===== src/rtl/stream_word_packer_if.sv =====
// Byte-in / word-out bundle for stream_word_packer.
interface stream_word_packer_if;
  logic [7:0]  byte_in;
  logic        byte_valid;
  logic [31:0] word_out;
  logic        word_valid;
  logic        word_ready;
  logic        frame_done;
  logic        frame_err;
  logic        overflow;
  logic        busy;

  // byte_valid is a strobe with no backpressure; a word transfers on a rising
  // clock edge where word_valid && word_ready, and word_out must hold while
  // word_valid is high and word_ready is low.
  modport master (
    output byte_in, byte_valid, word_ready,
    input  word_out, word_valid, frame_done, frame_err, overflow, busy
  );

  modport slave (
    input  byte_in, byte_valid, word_ready,
    output word_out, word_valid, frame_done, frame_err, overflow, busy
  );
endinterface


===== src/rtl/stream_word_packer.sv =====
// Sync-hunting byte framer packing payload into 32-bit words behind a small FIFO.
// Optional trailing XOR checksum byte enabled by defining STREAM_PACKER_CHECKSUM_EN.
module stream_word_packer #(
  parameter logic [7:0] SYNC_BYTE = 8'hA5,
  parameter int         OUT_DEPTH = 4
) (
  input  logic                 clk,
  input  logic                 rst_n,
  stream_word_packer_if.slave  bus,
  output logic [1:0]           o_dbg_state
);
  localparam int PW = $clog2(OUT_DEPTH);
  localparam logic [PW:0] DEPTH_C = (PW+1)'(OUT_DEPTH);

`ifdef STREAM_PACKER_CHECKSUM_EN
  typedef enum logic [1:0] {S_HUNT = 2'd0, S_LEN = 2'd1, S_PAYLOAD = 2'd2, S_CHK = 2'd3} state_t;
`else
  typedef enum logic [1:0] {S_HUNT = 2'd0, S_LEN = 2'd1, S_PAYLOAD = 2'd2} state_t;
`endif

  state_t      r_state, w_state_nxt;
  logic [1:0]  r_lane, w_lane_nxt;
  logic [7:0]  r_wcnt, w_wcnt_nxt;
  logic [23:0] r_asm, w_asm_nxt;
  logic        r_done, w_done_nxt;
  logic        r_err, w_err_nxt;
  logic        w_push;
  logic [31:0] w_word;

  logic [31:0]   r_mem [OUT_DEPTH];
  logic [PW-1:0] r_wr_ptr, r_rd_ptr;
  logic [PW:0]   r_count;
  logic          r_ovf;
  logic          w_full, w_empty, w_pop, w_wr;

`ifdef STREAM_PACKER_CHECKSUM_EN
  logic [7:0] r_acc, w_acc_nxt;
`endif

  always_comb begin
    w_state_nxt = r_state;
    w_lane_nxt  = r_lane;
    w_wcnt_nxt  = r_wcnt;
    w_asm_nxt   = r_asm;
    w_done_nxt  = 1'b0;
    w_err_nxt   = 1'b0;
    w_push      = 1'b0;
    w_word      = {bus.byte_in, r_asm};
`ifdef STREAM_PACKER_CHECKSUM_EN
    w_acc_nxt   = r_acc;
`endif
    if (bus.byte_valid) begin
      case (r_state)
        S_HUNT: if (bus.byte_in == SYNC_BYTE) w_state_nxt = S_LEN;
        S_LEN: begin
          if (bus.byte_in == 8'd0) begin
            w_state_nxt = S_HUNT;
          end else begin
            w_wcnt_nxt  = bus.byte_in;
            w_lane_nxt  = 2'd0;
            w_state_nxt = S_PAYLOAD;
`ifdef STREAM_PACKER_CHECKSUM_EN
            w_acc_nxt   = 8'd0;
`endif
          end
        end
        S_PAYLOAD: begin
`ifdef STREAM_PACKER_CHECKSUM_EN
          w_acc_nxt  = r_acc ^ bus.byte_in;
`endif
          w_lane_nxt = r_lane + 2'd1;
          // Little-endian: lane 0 lands in [7:0]; lane 3 completes the word.
          case (r_lane)
            2'd0: w_asm_nxt[7:0]   = bus.byte_in;
            2'd1: w_asm_nxt[15:8]  = bus.byte_in;
            2'd2: w_asm_nxt[23:16] = bus.byte_in;
            default: begin
              w_push     = 1'b1;
              w_wcnt_nxt = r_wcnt - 8'd1;
              if (r_wcnt == 8'd1) begin
`ifdef STREAM_PACKER_CHECKSUM_EN
                w_state_nxt = S_CHK;
`else
                w_state_nxt = S_HUNT;
                w_done_nxt  = 1'b1;
`endif
              end
            end
          endcase
        end
`ifdef STREAM_PACKER_CHECKSUM_EN
        S_CHK: begin
          w_state_nxt = S_HUNT;
          if (bus.byte_in == r_acc) w_done_nxt = 1'b1;
          else                      w_err_nxt  = 1'b1;
        end
`endif
        default: w_state_nxt = S_HUNT;
      endcase
    end
  end

  always_ff @(posedge clk or negedge rst_n) begin
    if (!rst_n) begin
      r_state <= S_HUNT;
      r_lane  <= 2'd0;
      r_wcnt  <= 8'd0;
      r_asm   <= 24'd0;
      r_done  <= 1'b0;
      r_err   <= 1'b0;
    end else begin
      r_state <= w_state_nxt;
      r_lane  <= w_lane_nxt;
      r_wcnt  <= w_wcnt_nxt;
      r_asm   <= w_asm_nxt;
      r_done  <= w_done_nxt;
      r_err   <= w_err_nxt;
    end
  end

`ifdef STREAM_PACKER_CHECKSUM_EN
  always_ff @(posedge clk or negedge rst_n) begin
    if (!rst_n) r_acc <= 8'd0;
    else        r_acc <= w_acc_nxt;
  end
`endif

  // A pop frees the head slot on the same edge, so a push into a full FIFO
  // with a concurrent pop is accepted.
  assign w_full  = (r_count == DEPTH_C);
  assign w_empty = (r_count == '0);
  assign w_pop   = !w_empty && bus.word_ready;
  assign w_wr    = w_push && (!w_full || w_pop);

  always_ff @(posedge clk or negedge rst_n) begin
    if (!rst_n) begin
      for (int i = 0; i < OUT_DEPTH; i++) r_mem[i] <= 32'd0;
      r_wr_ptr <= '0;
      r_rd_ptr <= '0;
      r_count  <= '0;
      r_ovf    <= 1'b0;
    end else begin
      if (w_wr) begin
        r_mem[r_wr_ptr] <= w_word;
        r_wr_ptr        <= r_wr_ptr + 1'b1;
      end
      if (w_pop) r_rd_ptr <= r_rd_ptr + 1'b1;
      if (w_wr && !w_pop)      r_count <= r_count + 1'b1;
      else if (!w_wr && w_pop) r_count <= r_count - 1'b1;
      if (w_push && !w_wr) r_ovf <= 1'b1;
    end
  end

  assign bus.word_out   = r_mem[r_rd_ptr];
  assign bus.word_valid = !w_empty;
  assign bus.frame_done = r_done;
  assign bus.frame_err  = r_err;
  assign bus.overflow   = r_ovf;
  assign bus.busy       = (r_state != S_HUNT);
  assign o_dbg_state    = r_state;
endmodule


===== src/flat_wrapper.sv =====
// flat-port wrapper written by rule: the top's interface ports become plain ports
module stream_word_packer_flat 
#(
  parameter logic [7:0] SYNC_BYTE = 8'hA5,
  parameter int         OUT_DEPTH = 4
)
  (clk, rst_n, o_dbg_state, bus_byte_in, bus_byte_valid, bus_word_ready, bus_word_out, bus_word_valid, bus_frame_done, bus_frame_err, bus_overflow, bus_busy);
  stream_word_packer_if bus_i ();
  input  logic clk;
  input  logic rst_n;
  output logic [1:0] o_dbg_state;
  input wire logic [$bits(bus_i.byte_in)-1:0] bus_byte_in;
  input wire logic [$bits(bus_i.byte_valid)-1:0] bus_byte_valid;
  input wire logic [$bits(bus_i.word_ready)-1:0] bus_word_ready;
  output wire logic [$bits(bus_i.word_out)-1:0] bus_word_out;
  output wire logic [$bits(bus_i.word_valid)-1:0] bus_word_valid;
  output wire logic [$bits(bus_i.frame_done)-1:0] bus_frame_done;
  output wire logic [$bits(bus_i.frame_err)-1:0] bus_frame_err;
  output wire logic [$bits(bus_i.overflow)-1:0] bus_overflow;
  output wire logic [$bits(bus_i.busy)-1:0] bus_busy;
  assign bus_i.byte_in = bus_byte_in;
  assign bus_i.byte_valid = bus_byte_valid;
  assign bus_i.word_ready = bus_word_ready;
  assign bus_word_out = bus_i.word_out;
  assign bus_word_valid = bus_i.word_valid;
  assign bus_frame_done = bus_i.frame_done;
  assign bus_frame_err = bus_i.frame_err;
  assign bus_overflow = bus_i.overflow;
  assign bus_busy = bus_i.busy;
  stream_word_packer #(.SYNC_BYTE(SYNC_BYTE), .OUT_DEPTH(OUT_DEPTH)) u_core (.clk(clk), .rst_n(rst_n), .bus(bus_i), .o_dbg_state(o_dbg_state));
endmodule

===== config.mk =====
export PLATFORM = sky130hd
export DESIGN_NAME = stream_word_packer_flat
export DESIGN_NICKNAME = d
export VERILOG_FILES = /design/src/rtl/stream_word_packer_if.sv /design/src/rtl/stream_word_packer.sv /design/src/flat_wrapper.sv
export SDC_FILE = /design/constraint.sdc
export NUM_CORES = 1
export LEC_CHECK = 0
export ABC_AREA = 1
export CORE_MARGIN = 1
export CORE_UTILIZATION = 59
export DETAILED_ROUTE_END_ITERATION = 12
export PLACE_DENSITY = 0.88
export SYNTH_ARGS = -nofsm -noshare
export SYNTH_HDL_FRONTEND = slang
export SYNTH_SLANG_ARGS = --single-unit

===== constraint.sdc =====
create_clock -name clk -period 2.6 [get_ports clk]
set_clock_uncertainty 0.1 [all_clocks]
set_input_delay 0.52 -clock clk [delete_from_list [all_inputs] [get_ports clk]]
set_output_delay 0.52 -clock clk [all_outputs]
set_load 0.01 [all_outputs]

==> results of run 1 <==
==> stage by stage <==
| step | hold WS, ns | cells | instance area, um2 | setup slack (ns) |
|---|---|---|---|---|
| floorplan | 0.124 | 975 | 8060 | 0.360 |
| global route | 0.403 | 1217 | 9630 | 0.0186 |
| CTS | 0.388 | 1214 | 9580 | -0.0791 |
| finish | 0.384 | 1217 | 9630 | 0.109 |
| global placement | 0.367 | 1178 | 8870 | -0.0167 |
| detailed placement | 0.374 | 1178 | 8870 | -0.0648 |
==> worst max path at each step <==
stage                              endpoint  slack [ns]  cells after the start
after floorplan           u_core.r_count[2]        0.36                     13
after global placement    u_core.r_count[2]       -0.02                     12
after detailed placement  u_core.r_count[2]       -0.06                     12
after CTS                  bus_word_out[27]       -0.08                      4
after global routing      u_core.r_count[2]        0.02                     12
final                      bus_word_out[14]        0.11                      6
==> per-layer routing <==
layer	global-route usage	vias up	wire, um
met3	0.0661	66	1790
met4	0.157	2	840
met5	0	-	15
met2	0.522	364	10700
li1	-	3289	-
met1	0.411	3504	8450
==> where the power goes <==
group / internal [uW] / switching, uW / leakage [uW] / total (uW)
Sequential: 3340 / 601 / 0.00233 / 3940
Clock: 1750 / 1050 / 0.000320 / 2800
Combinational: 1700 / 2520 / 0.00236 / 4220
==> registers in the layout (all words and copies together), names as in the netlist <==
signal                 cells
u_core.r_mem             128
u_core.r_asm              24
u_core.r_wcnt              8
u_core.r_count             3
u_core.o_dbg_state         2
u_core.r_lane              2
u_core.r_rd_ptr            2
u_core.r_wr_ptr            2
u_core.bus.frame_done      1
u_core.bus.overflow        1
==> critical path, stage by stage (launching register included) <==
cell and delay (ns):
dfrtp_2 0.45, clkinvlp_4 0.14, buf_4 0.13, buf_4 0.16
o21ai_0 0.13, o22ai_1 0.23, clkbuf_2 0.18
==> layout make-up <==
cell class / instances / area [um2] / share of cell area
sequential: 173 / 4330 / 0.450
multi-input combinational: 700 / 3290 / 0.342
timing repair buffer: 95 / 982 / 0.102
clock buffer: 20 / 457 / 0.0474
tap: 176 / 220 / 0.0229
clock inverter: 12 / 191 / 0.0199
inverter: 41 / 160 / 0.0166
==> cells in the final DEF, fill, tap and decap left out, drive strengths merged <==
cell type / netlist / layout
dlygate4sd2: 0 / 27
clkinv: 0 / 6
xnor2: 1 / 1
o22ai: 33 / 33
dlygate4sd3: 0 / 1
inv: 41 / 40
a21oi: 4 / 4
buf: 21 / 44
xor2: 4 / 4
nor2: 91 / 91
fa: 1 / 1
nand3: 15 / 15
dlymetal6s2s: 0 / 4
bufinv: 0 / 5
nand2: 307 / 307
o21a: 32 / 32
nand4: 3 / 3
conb: 1 / 1
o21bai: 1 / 1
o21ai: 196 / 196
clkdlybuf4s50: 0 / 16
bufbuf: 0 / 1
ha: 11 / 11
clkinvlp: 0 / 2
dfrtp: 173 / 173
clkbuf: 40 / 22
==> repair_timing <==
action / 4_1_cts / 5_1_grt
hold buffers: 1 / 0
endpoints found under the hold margin: 47 / 0
gates resized for setup: 37 / 10
cloned: 1 / 1
setup buffers: 2 / 2
pin swaps: 2 / 1
setup endpoints to repair: 32 / 12
==> cell families after synthesis <==
group | count (synthesis)
simple gates | 416
compound gates | 266
flops | 173
buf+inv | 102
fa+ha+maj | 12
xor+xnor | 5
other cells | 1
==> flow_metrics.tcl, run 1 <==
set metrics [dict create \
    path_max_fanout 10 \
    grt_max_degree 71 \
    cts-root-buf "clkbuf_16" \
    syn_to_final_growth_pct 19.6 \
    path_clk_slew_ns 0.06 \
    synth_common_cells "nand2_1, o21ai_0, dfrtp_1, nor2_1" \
    async_flop_share 1.00 \
    ys_seq_area_frac 0.537 \
    clk_path_buf_depth 2 \
    syn_nets 999 \
    die-area_um2 14100 \
    drc 0 \
    maxCapViolations 0 \
    antenna_cells 0 \
    antenna_found_initial 1 \
    hp-class "reg2reg" \
    core_um2 13300 \
    synthXorXnorAreaFrac 0.00543 \
    setup_tns_ns 0 \
    synth-compound-area-share 0.181 \
    critical_path_class "reg2out" \
    clock_latency_ns 0.44 \
    synth_warnings 0 \
    cts_inserted_buffers 17 \
    synth_top_family_by_area "simple AND/OR/NAND/NOR gates" \
    die_w_um 119 \
    layout.nets 1052 \
    synthDistinctLibCells 23 \
    rsz0062_at_grt "no" \
    hold_end "u_core.r_mem[91]" \
    grt.total_usage 0.321 \
    cts_tree "yes" \
    syn_inst 975 \
    min-delay-start "u_core.r_mem[91]" \
    h-tree-depth 4 \
    dp_hpwl_mm 12.5 \
    muxShareOfSynthArea 0 \
    die_h_um 119 \
    synthFlopType "dfrtp_1" \
    synth_seq_cells 173 \
    crit_arrival_ns 1.87 \
    ios 51 \
    peakVddDrop_mv 0.709 \
    rrSetupSlack_ns 0.17 \
    setup.worst_path.start_class "register" \
    slew_violations 0 \
    tightest_slew_ns 0.680 \
    yosys.area.top_type "dfrtp_1" \
    finalSetupViolations 0 \
    slew_headroom 0.546 \
    yosysTopAreaCellShare 0.537 \
    worst_r2r_path_depth 9 \
    grt_pass1_vias 7031 \
    yosys-top-cells-area "dfrtp_1, nand2_1, o21ai_0, nor2_1, o21a_1" \
    finalCritPeriodShare 0.958 \
    endpoint_kind "output port" \
    num-fill-cells 948 \
    hold_viol 0 \
    dr.pass1.iters 5 \
    yosysMostFrequentCell "nand2_1" \
    initial_utilization 0.606 \
    cts.sink_count 173 \
    synth-edff-count 0 \
    synth-simple-area-share 0.201 \
    fmax_ghz 0.401 \
    p_leak_uw 0.00502 \
    period_needed_ns 2.49 \
    route.antenna.remaining_nets 0 \
    hold_path_depth 1 \
    r2r_start "u_core.r_lane[0]" \
    power.density_nw_per_um2 1140 \
    startpoint "u_core.r_rd_ptr[1]" \
    status "completed" \
    power.total_uw 11000 \
    dr_total_vias 7225 \
    wl_per_cell_um 17.9 \
    synth_area_um2 8060 \
    drt_iter0_drc 701 \
    grt.overflow.total 0 \
    grt_pass1_wl_mm 34.8 \
    rr_endpoint "u_core.r_mem[112]" \
    fin_util 0.725 \
    worstPathRequired_ns 1.98 \
    drive_gt1_frac 0.0874 \
    wl_mm 21.8 \
    place.gp.congestion 0.880 \
    syn_area_per_cell_um2 8.26 \
    synthAdderAreaFrac 0.0196 \
    port_buffers 49 \
    rows 42 \
    via_per_inst 5.94 \
]
No activity file was read; power rests on OpenSTA's default activity.
==> run 2, diff against run 1 <==
--- a/config.mk
+++ b/config.mk
@@ -9,6 +9,7 @@
 export CORE_MARGIN = 1
 export CORE_UTILIZATION = 59
 export DETAILED_ROUTE_END_ITERATION = 12
+export HOLD_SLACK_MARGIN = 0.05
 export PLACE_DENSITY = 0.88
 export SYNTH_ARGS = -nofsm -noshare
 export SYNTH_HDL_FRONTEND = slang
==> results of run 2 <==
Final layout, timing and power as in run 1 (identical DEF).
